==> src/rtl/legv8_pkg.sv <==
// Shared LEGv8 definitions: opcode constants, datapath widths and the
// fetch-stage action encoding used by the instruction-fetch front end.
package legv8_pkg;

  localparam int unsigned INSTR_W = 32;
  localparam int unsigned PC_W    = 64;

  localparam logic [5:0] OPC_B  = 6'b000101;
  localparam logic [5:0] OPC_BL = 6'b100101;

  localparam logic [63:0] RESET_PC_DEFAULT = 64'h0;

  typedef enum logic [1:0] {
    FETCH_ADVANCE  = 2'd0,
    FETCH_STALL    = 2'd1,
    FETCH_REDIRECT = 2'd2
  } fetch_action_e;

  function automatic logic opcode_is_b(input logic [INSTR_W-1:0] instr);
    return instr[31:26] == OPC_B;
  endfunction

  function automatic logic opcode_is_bl(input logic [INSTR_W-1:0] instr);
    return instr[31:26] == OPC_BL;
  endfunction

endpackage

==> src/rtl/branch_predecode.sv <==
// Combinational pre-decode of unconditional B/BL and their PC-relative target,
// shared by the fetch stage and any future branch-target buffer.
module branch_predecode
  import legv8_pkg::*;
#(
  parameter int unsigned ADDR_W = legv8_pkg::PC_W
) (
  input  logic [INSTR_W-1:0] rom_data,
  input  logic [ADDR_W-1:0]  pc,
  output logic               is_b,
  output logic               is_bl,
  output logic [ADDR_W-1:0]  br_tgt
);

  logic [ADDR_W-1:0] offset;

  // imm26 is a word offset: sign-extend and scale to bytes; the add wraps.
  assign offset = {{(ADDR_W-28){rom_data[25]}}, rom_data[25:0], 2'b00};
  assign is_b   = opcode_is_b(rom_data);
  assign is_bl  = opcode_is_bl(rom_data);
  assign br_tgt = pc + offset;

endmodule

==> src/rtl/fetch_stage.sv <==
// LEGv8 instruction-fetch stage: PC register, IF/ID output register with a
// valid/ready handshake, zero-bubble B/BL redirect and downstream redirects.
module fetch_stage
  import legv8_pkg::*;
#(
  parameter int unsigned      PC_W     = legv8_pkg::PC_W,
  parameter logic [PC_W-1:0] RESET_PC = PC_W'(legv8_pkg::RESET_PC_DEFAULT)
) (
  input  logic                clk,
  input  logic                rst_n,
  output logic [31:0]         rom_addr,
  input  logic [INSTR_W-1:0]  rom_data,
  input  logic                redirect_valid,
  input  logic [PC_W-1:0]     redirect_target,
  output logic                if_valid,
  input  logic                if_ready,
  output logic [INSTR_W-1:0]  if_instr,
  output logic [PC_W-1:0]     if_pc,
  output logic [PC_W-1:0]     if_link,
  output logic                if_taken,
  output logic                misalign_err
);

  logic [PC_W-1:0]    pc_q, pc_d;
  logic               if_valid_q, if_valid_d;
  logic [INSTR_W-1:0] if_instr_q, if_instr_d;
  logic [PC_W-1:0]    if_pc_q, if_pc_d;
  logic [PC_W-1:0]    if_link_q, if_link_d;
  logic               if_taken_q, if_taken_d;
  logic               misalign_q, misalign_d;

  logic               accept;
  logic               is_b;
  logic               is_bl;
  logic [PC_W-1:0]    br_tgt;
  logic [PC_W-1:0]    pc_plus4;
  fetch_action_e      action;

  branch_predecode #(
    .ADDR_W (PC_W)
  ) u_predecode (
    .rom_data (rom_data),
    .pc       (pc_q),
    .is_b     (is_b),
    .is_bl    (is_bl),
    .br_tgt   (br_tgt)
  );

  assign accept   = !if_valid_q || if_ready;
  assign pc_plus4 = pc_q + PC_W'(4);

  always_comb begin
    action = FETCH_ADVANCE;
    if (redirect_valid) begin
      action = FETCH_REDIRECT;
    end else if (!accept) begin
      action = FETCH_STALL;
    end
  end

  // A redirect flushes the IF/ID register even while decode is stalled.
  always_comb begin
    pc_d       = pc_q;
    if_valid_d = if_valid_q;
    if_instr_d = if_instr_q;
    if_pc_d    = if_pc_q;
    if_link_d  = if_link_q;
    if_taken_d = if_taken_q;
    misalign_d = misalign_q;
    unique case (action)
      FETCH_REDIRECT: begin
        pc_d       = {redirect_target[PC_W-1:2], 2'b00};
        if_valid_d = 1'b0;
        if (redirect_target[1:0] != 2'b00) begin
          misalign_d = 1'b1;
        end
      end
      FETCH_ADVANCE: begin
        if_valid_d = 1'b1;
        if_instr_d = rom_data;
        if_pc_d    = pc_q;
        if_link_d  = pc_plus4;
        if_taken_d = is_b || is_bl;
        pc_d       = (is_b || is_bl) ? br_tgt : pc_plus4;
      end
      default: begin
        pc_d = pc_q;
      end
    endcase
  end

  always_ff @(posedge clk or negedge rst_n) begin
    if (!rst_n) begin
      pc_q       <= RESET_PC;
      if_valid_q <= 1'b0;
      if_instr_q <= '0;
      if_pc_q    <= '0;
      if_link_q  <= '0;
      if_taken_q <= 1'b0;
      misalign_q <= 1'b0;
    end else begin
      pc_q       <= pc_d;
      if_valid_q <= if_valid_d;
      if_instr_q <= if_instr_d;
      if_pc_q    <= if_pc_d;
      if_link_q  <= if_link_d;
      if_taken_q <= if_taken_d;
      misalign_q <= misalign_d;
    end
  end

  assign rom_addr     = pc_q[31:0];
  assign if_valid     = if_valid_q;
  assign if_instr     = if_instr_q;
  assign if_pc        = if_pc_q;
  assign if_link      = if_link_q;
  assign if_taken     = if_taken_q;
  assign misalign_err = misalign_q;

endmodule

==> config.mk <==
export PLATFORM = sky130hd
export DESIGN_NAME = fetch_stage
export DESIGN_NICKNAME = d
export VERILOG_FILES = /design/src/rtl/legv8_pkg.sv /design/src/rtl/branch_predecode.sv /design/src/rtl/fetch_stage.sv
export SDC_FILE = /design/constraint.sdc
export NUM_CORES = 1
export LEC_CHECK = 0
export CAP_MARGIN = 25
export CORE_MARGIN = 2
export CORE_UTILIZATION = 54
export CTS_CLUSTER_SIZE = 16
export DETAILED_ROUTE_END_ITERATION = 10
export PLACE_DENSITY_LB_ADDON = 0.25
export SETUP_SLACK_MARGIN = 0.05
export SLEW_MARGIN = 20
export SYNTH_ARGS = -nofsm -noshare
export SYNTH_HDL_FRONTEND = slang
export SYNTH_SLANG_ARGS = --single-unit
==> constraint.sdc <==
create_clock -name clk -period 6.3 [get_ports clk]
set_clock_uncertainty 0.2 [all_clocks]
set_input_delay 0.63 -clock clk [delete_from_list [all_inputs] [get_ports clk]]
set_output_delay 0.63 -clock clk [all_outputs]
set_load 0.02 [all_outputs]
==> results by group, run 1 <==
Outcome
  • Status: finished, final reports clean

Routing
  • DR vias/cell: 5.97
  • Met2 WL: 22.2 mm
  • Drt total wl: 46.1 mm
  • Drt first pass iters: 5
  • DR WL/cell: 19.6 µm
  • Vias: 14071
  • DRT antenna net count: 0
  • Initial drt markers: 1257
  • DRC Markers: 0
  • Metal3 WL: 2.90 mm
  • Met1 WL: 19.3 mm
  • Top Layer Used: met4

Logic synthesis
  • Syn_area_per_cell: 7.96 µm²
  • Flop and latch count out of synthesis: 221
  • Synth top area share: 38.2%
  • Number of synthesized flops with an enable pin: 0
  • Post-synthesis sequential area ratio: 38.2%
  • Synth area leaders: dfrtp_1 38%, nand2_1 12%, o21ai_0 6.3%
  • Synthesized cell area: 0.0145 mm²
  • Synth area leader: dfrtp_1
  • Asr flop ratio synth: 100%
  • Top FF cell, synth: dfrtp_1
  • Syn Inst Count: 1817
  • Yosys warns: 0
  • Yosys cell types: 78

Final layout
  • Nets: 2165
  • FILL cells: 2140
  • Fraction of layout cells with a size suffix above 1: 4.06%
  • Final instance area: 0.0181 mm²
  • Area Overhead vs Synth: 24.9%

Global route
  • Largest net degree at the start of global routing: 123
  • First-pass GRT wire length: 73.3 mm
  • GR Util All Layers: 32.3%
  • Vias in the first global route: 13780
  • Initial antenna violation count: 2
  • Grt total ovfl: 0

Clock network
  • CTS tree: done
  • CTS H-tree lvls: 1
  • Reg clk slew, reported paths: 0.06 ns
  • Num CTS Buffers: 24
  • Clock root buffer: clkbuf_16
  • Worst-Skew Late Latency: 0.53 ns
  • Clock tree buffer depth: 3
  • CTS-repair resized insts: 0
  • # clock sinks: 221
  • Setup bufs post-CTS: 0

Setup path
  • Slowest cell delay on critical path: 0.86 ns
  • Crit path DAT: 4.37 ns
  • Max FO, Critical Path: 14
  • Startpoint Class: primary input
  • Slowest-stage cell, CP: clkdlybuf4s50_1
  • Critical path buffers and inverters: 1
  • CP Class: in -> reg
  • Critical path's top delay family: compound AO/OA/AOI/OAI gates
  • Worst Path Required: 6.48 ns
  • Crit end category: flip-flop
  • Cell mode on critical path: o21ai_0
  • Crit-path cells: clkdlybuf4s50_1, ha_1, a2111oi_0, o21ai_0, a41oi_1, and3_1, a21o_1, o21ai_0, a211o_1, a21oi_1, xor2_1, o21ai_0

Power and ir drop
  • Leakage: 7.92 nW
  • Pwr dens: 272 mW/mm²
  • VDD IR max: 0.000216 V

Placement
  • Input/output buffers: 288
  • Post-DP Area: 0.0172 mm²
  • HPWL after DPL: 33.3 mm
  • Final RePlAce weighted congestion: 0.992

Worst hold path
  • Hold Crit Class: reg -> reg

STA
  • Max-Slew Margin vs Limit: 34.8%
  • Crit path time final: 4.19 ns
  • Final setup viols: 0
  • RSZ-0062 raised after global routing: false
  • Slew Limit Fails: 0
  • Tcrit/Tclk final: 66.5%
  • F_max: 239 MHz
  • Final hold violations: 0
  • Setup TNS: 0 ns
  • Worst Tran Pin Value: 0.970 ns

Job
  • Max Cap Viol: 0

Die
  • Die Y: 168 µm
  • DIE WIDTH: 168 µm
  • Placeable Area: 0.0262 mm²
  • IO Pins: 295
  • Starting Density: 55.2%
  • Die ar.: 0.0281 mm²
  • Row count: 59
## flip-flops by register name (all words and copies together), names as in the netlist
name and flops:
if_valid 1, if_instr 32, misalign_err 1, if_taken 1, if_pc 62, if_link 62, pc_q 62
## through the flow
step / setup WS, ns / utilization (%) / total power (W) / std cells / hold WS [ns]
after floorplan: 2.87 / - / 0.00278 / 1822 / 0.134
after global placement: 1.79 / 65.7 / 0.00342 / 2309 / 0.251
after detailed placement: 1.68 / 65.8 / 0.00344 / 2310 / 0.258
after CTS: 2.18 / 69.0 / 0.00492 / 2353 / 0.273
after global routing: 1.78 / 69.0 / 0.00515 / 2355 / 0.284
final: 2.11 / 69.0 / 0.00491 / 2355 / 0.267
## cell usage in the layout (no fill, tap or decap), types with 13 or more instances in the layout
| master | netlist | final |
|---|---|---|
| nand2_1 | 466 | 465 |
| clkdlybuf4s50_1 | 0 | 286 |
| dfrtp_1 | 221 | 221 |
| o21ai_0 | 181 | 181 |
| a21oi_1 | 105 | 105 |
| nor2_1 | 98 | 97 |
| xnor2_1 | 68 | 68 |
| ha_1 | 62 | 62 |
| nand3_1 | 52 | 51 |
| xor2_1 | 47 | 47 |
| inv_1 | 38 | 38 |
| a21o_1 | 36 | 36 |
| nand4_1 | 25 | 25 |
| clkbuf_16 | 0 | 25 |
| and3_1 | 24 | 23 |
| o22ai_1 | 19 | 19 |
| nor3_1 | 16 | 16 |
| a31oi_1 | 15 | 15 |
| o21a_1 | 14 | 14 |
| o21bai_1 | 14 | 14 |
| a211oi_1 | 13 | 13 |
| buf_4 | 37 | 13 |
## path summary, 6_finish.rpt
check | end | slack, ns | cells after the start | start
worst max register to register | pc_q[62] | 2.21 | 12 | pc_q[2]
max in group asynchronous | pc_q[53] | 4.27 | 3 | rst_n
worst max-delay path | pc_q[39] | 2.11 | 12 | rom_data[25]
min in group asynchronous | if_pc[20] | 0.51 | 2 | rst_n
worst min register to register | misalign_err | 0.27 | 1 | misalign_err
worst min-delay path | misalign_err | 0.27 | 1 | misalign_err
## power by group
part	switching, W	leakage [nW]	internal (W)
clock network	0.000585	0.407	0.000890
registers	0.000181	2.69	0.00161
logic	0.000941	4.82	0.000712
## logic make-up (layout without fill, tap and decap cells)
kind of cell             Yosys count  after routing  synth area share (%)
AO/OA/AOI/OAI                    482            482                  20.6
XOR/XNOR                         115            115                  6.96
adder cells (fa/ha/maj)           63             63                  5.50
buffers and inverters            187            383                  5.89
flip-flops                       221            221                  38.2
multiplexers                       7              7                 0.502
other                              1              8                0.0259
AND/OR/NAND/NOR                  741            741                  22.3
## repair_timing
item	CTS	global route
endpoints found under the setup margin	0	0
hold endpoints to repair	14	0
hold buffers	1	0
## cell type report
| class | instances | area, µm² | share of cell area, % |
|---|---|---|---|
| tap | 335 | 419 | 2.32 |
| antenna | 2 | 5.00 | 0.0277 |
| sequential | 221 | 5530 | 30.6 |
| clock inverter | 9 | 120 | 0.665 |
| timing repair buffer | 303 | 3030 | 16.7 |
| clock buffer | 33 | 696 | 3.85 |
| multi-input combinational | 1414 | 8140 | 45.0 |
| inverter | 38 | 143 | 0.789 |
## per-layer routing
metal	vias up	global-route usage [%]
met5	-	0
met2	585	55.0
li1	6616	-
met1	6740	42.1
met3	130	3.95
met4	0	12.7
## Yosys cell counts (6+ instances only)
master and count:
a22oi_1 6, inv_1 38, a21oi_1 105, and4_1 7, dfrtp_1 221, xnor2_1 68
and2_1 7, nor2b_1 9, buf_2 8, o21ai_1 9, o21bai_1 14, nor3_1 16
nand2_1 466, nand3_1 52, o22ai_1 19, buf_4 37, nor2_1 98, and3_1 24
clkbuf_1 99, o211ai_1 7, a31oi_1 15, o21ai_0 181, ha_1 62, o21a_1 14
o31ai_1 6, nand4_1 25, xor2_1 47, o221ai_1 6, a221oi_1 9, a211oi_1 13
a21o_1 36, nand2b_1 7
No activity file was read; power rests on OpenSTA's default activity.
==> run 2, diff against run 1 <==
--- a/config.mk
+++ b/config.mk
@@ -7,7 +7,7 @@
 export LEC_CHECK = 0
 export CAP_MARGIN = 25
 export CORE_MARGIN = 2
-export CORE_UTILIZATION = 54
+export CORE_UTILIZATION = 53
 export CTS_CLUSTER_SIZE = 16
 export DETAILED_ROUTE_END_ITERATION = 10
 export PLACE_DENSITY_LB_ADDON = 0.25
==> constraint.sdc (replaced) <==
create_clock -name clk -period 4.4 [get_ports clk]
set_clock_uncertainty 0.2 [all_clocks]
set_input_delay 0.44 -clock clk [delete_from_list [all_inputs] [get_ports clk]]
set_output_delay 0.44 -clock clk [all_outputs]
set_load 0.02 [all_outputs]
==> run 2 against run 1 <==
Compared with the run above:
- non-clock buffer count rose by 21
- critical path depth fell by 1
- clock-buffer cell count rose by 3
- worst hold slack got worse by 0.12 ns
- design area rose by 0.99%
- core utilization fell by 1.1 points
- wire length rose by 3.9%
- largest cell class unchanged
- sequential cell count did not move
- setup slack got worse by 1.7 ns
- final cell count rose by 1.1%
- die area rose by 1.8%
==> results by group, run 2 (synthesized netlist as in run 1, its figures left out) <==
Routing
  • Vias: 14245 (+1.2%)
  • DR vias/cell: 5.98 (about the same)
  • DRC Markers: 0 (unchanged)
  • DR WL/cell: 20.1 µm (+2.7%)
  • Drt total wl: 47.9 mm (+3.9%)
  • Initial drt markers: 1119 (-11%)
  • DRT antenna net count: 0 (unchanged)
  • Drt first pass iters: 5 (unchanged)

Die
  • Die ar.: 0.0286 mm² (+1.8%)
  • Die Y: 169 µm (+0.92%)
  • Row count: 60 (+1.7%)
  • Placeable Area: 0.0269 mm² (+2.6%)
  • IO Pins: 295 (unchanged)
  • DIE WIDTH: 169 µm (+0.92%)
  • Starting Density: 53.8% (-1.4 points)

STA
  • Max-Slew Margin vs Limit: 32.4% (-2.4 points)
  • Final setup viols: 0 (unchanged)
  • F_max: 253 MHz
  • Tcrit/Tclk final: 89.8%
  • Crit path time final: 3.95 ns
  • Slew Limit Fails: 0 (unchanged)
  • Final hold violations: 0 (unchanged)
  • Worst Tran Pin Value: 1.01 ns (+0.0433 ns)
  • Setup TNS: 0 ns (unchanged)
  • RSZ-0062 raised after global routing: false

Placement
  • HPWL after DPL: 34.2 mm (+2.7%)
  • Placed instance count: 2337 (+1.2%)
  • Post-DP Area: 0.0174 mm² (+1.0%)
  • Input/output buffers: 288 (unchanged)
  • Final RePlAce weighted congestion: 0.952 (-4.1%)

Final layout
  • Final Non-Filler Cells: 2382 (+1.1%)
  • Fraction of layout cells with a size suffix above 1: 5.05% (+0.99 points)
  • Final instance area: 0.0183 mm² (+0.99%)
  • Area Overhead vs Synth: 26.2%
  • Commonest non-fill, non-tap cell in the layout: nand2_1
  • Commonest non-fill, non-tap cells in the layout: 465 x nand2_1, 286 x clkdlybuf4s50_1, 221 x dfrtp_1
  • Nets: 2187 (+1.0%)

Setup path
  • R2R Path End: pc_q[55]
  • Worst Setup EP: pc_q[55]
  • Worst Path Required: 4.58 ns (-1.90 ns)
  • CP Class: reg -> reg
  • Max FO, Critical Path: 9 (-5)
  • Crit path DAT: 4.14 ns (-0.23 ns)
  • Crit end category: flip-flop
  • Reg-to-reg slack, setup: 0.45 ns (-1.76 ns)
  • Startpoint Class: flip-flop
  • Reg-to-reg critical path startpoint: pc_q[22]
  • Path depth of the worst reg2reg path: 11 (-1)
  • Worst Setup SP: pc_q[22]

Clock network
  • Worst-Skew Late Latency: 0.54 ns (about the same)
  • Reg clk slew, reported paths: 0.06 ns (about the same)
  • Clock root buffer: clkbuf_16
  • Clock tree buffer depth: 3 (unchanged)
  • Num CTS Buffers: 25 (+4.2%)
  • CTS tree: done
  • # clock sinks: 221 (unchanged)
  • CTS H-tree lvls: 1 (unchanged)

Global route
  • Largest net degree at the start of global routing: 199 (+62%)
  • First-pass GRT wire length: 75.3 mm (+2.7%)
  • Grt total ovfl: 0 (unchanged)
  • Initial antenna violation count: 0 (-2)
  • Vias in the first global route: 13905 (+0.91%)
  • GR Util All Layers: 32.8% (+0.52 points)

Power and ir drop
  • VDD IR max: 0.000250 V (+16%)
  • Pwr dens: 389 mW/mm² (+43%)
  • Leakage: 8.03 nW (+1.4%)

Job
  • Max Cap Viol: 0 (unchanged)

Worst hold path
  • Hold Crit Class: in -> reg

Outcome
  • Status: finished, final reports clean
==> run 2: area by class of cell <==
cell class              count  area [µm²]
clock buffers              36         727
inverters                  38         143
fillers                  2276        8620
repair buffers            324        3200
multi-input cells        1414        8140
flip-flops and latches    221        5530
diodes                      1        2.50
well taps                 341         427
clock inverters             7        92.6
==> run 2: worst min path at each step <==
stage | startpoint | to | slack, ns | cells after the start
2_1_floorplan | rst_n | if_instr[0] | -0.06 | 0
3_3_place_gp | misalign_err | misalign_err | 0.25 | 1
3_5_place_dp | if_pc[16] | if_pc[16] | 0.26 | 2
4_1_cts | redirect_valid | pc_q[46] | 0.13 | 3
5_1_grt | redirect_valid | pc_q[54] | 0.15 | 2
6_report | redirect_valid | pc_q[54] | 0.14 | 2
==> run 2: through the flow <==
step	utilization (%)	hold WS (ns)	total power [W]	worst slack [ns]
finish	67.9	0.143	0.00709	0.448
global route	67.9	0.150	0.00743	0.282
CTS	67.9	0.131	0.00709	0.481
detailed placement	64.8	0.262	0.00496	0.0819
global placement	64.8	0.251	0.00493	0.204
floorplan	-	-0.0556	0.00398	1.12
==> run 2: power breakdown <==
group          internal, W  switching, W  leakage [nW]
Sequential         0.00230      0.000259          2.69
Combinational      0.00104       0.00136          4.93
Clock              0.00126      0.000877         0.406
==> run 2: repair_timing <==
action | in CTS | in global routing
resized for setup | 0 | 0
endpoints found under the hold margin | 119 | 0
hold buffers | 1 | 0
setup buffers | 0 | 0
==> run 2: layer usage <==
layer / vias to the layer above / track usage [%] / routed length (µm) / share of wire [%]
li1: 6677 / - / - / -
met1: 6801 / 42.7 / 19700 / 41
met2: 639 / 54.9 / 23000 / 48
met3: 128 / 5.29 / 3480 / 7.3
met4: 0 / 13.2 / 1790 / 3.7
met5: - / 0 / 0 / 0
==> run 2: critical path: stages, from the launching register on <==
cell,delay [ns]
dfrtp_1,0.50
ha_1,0.56
nand4_1,0.23
nor4_1,0.49
o211ai_1,0.30
and3_1,0.29
a21o_1,0.25
o21ai_1,0.34
a21boi_0,0.20
xnor2_1,0.15
o21ai_0,0.19
a21oi_1,0.09
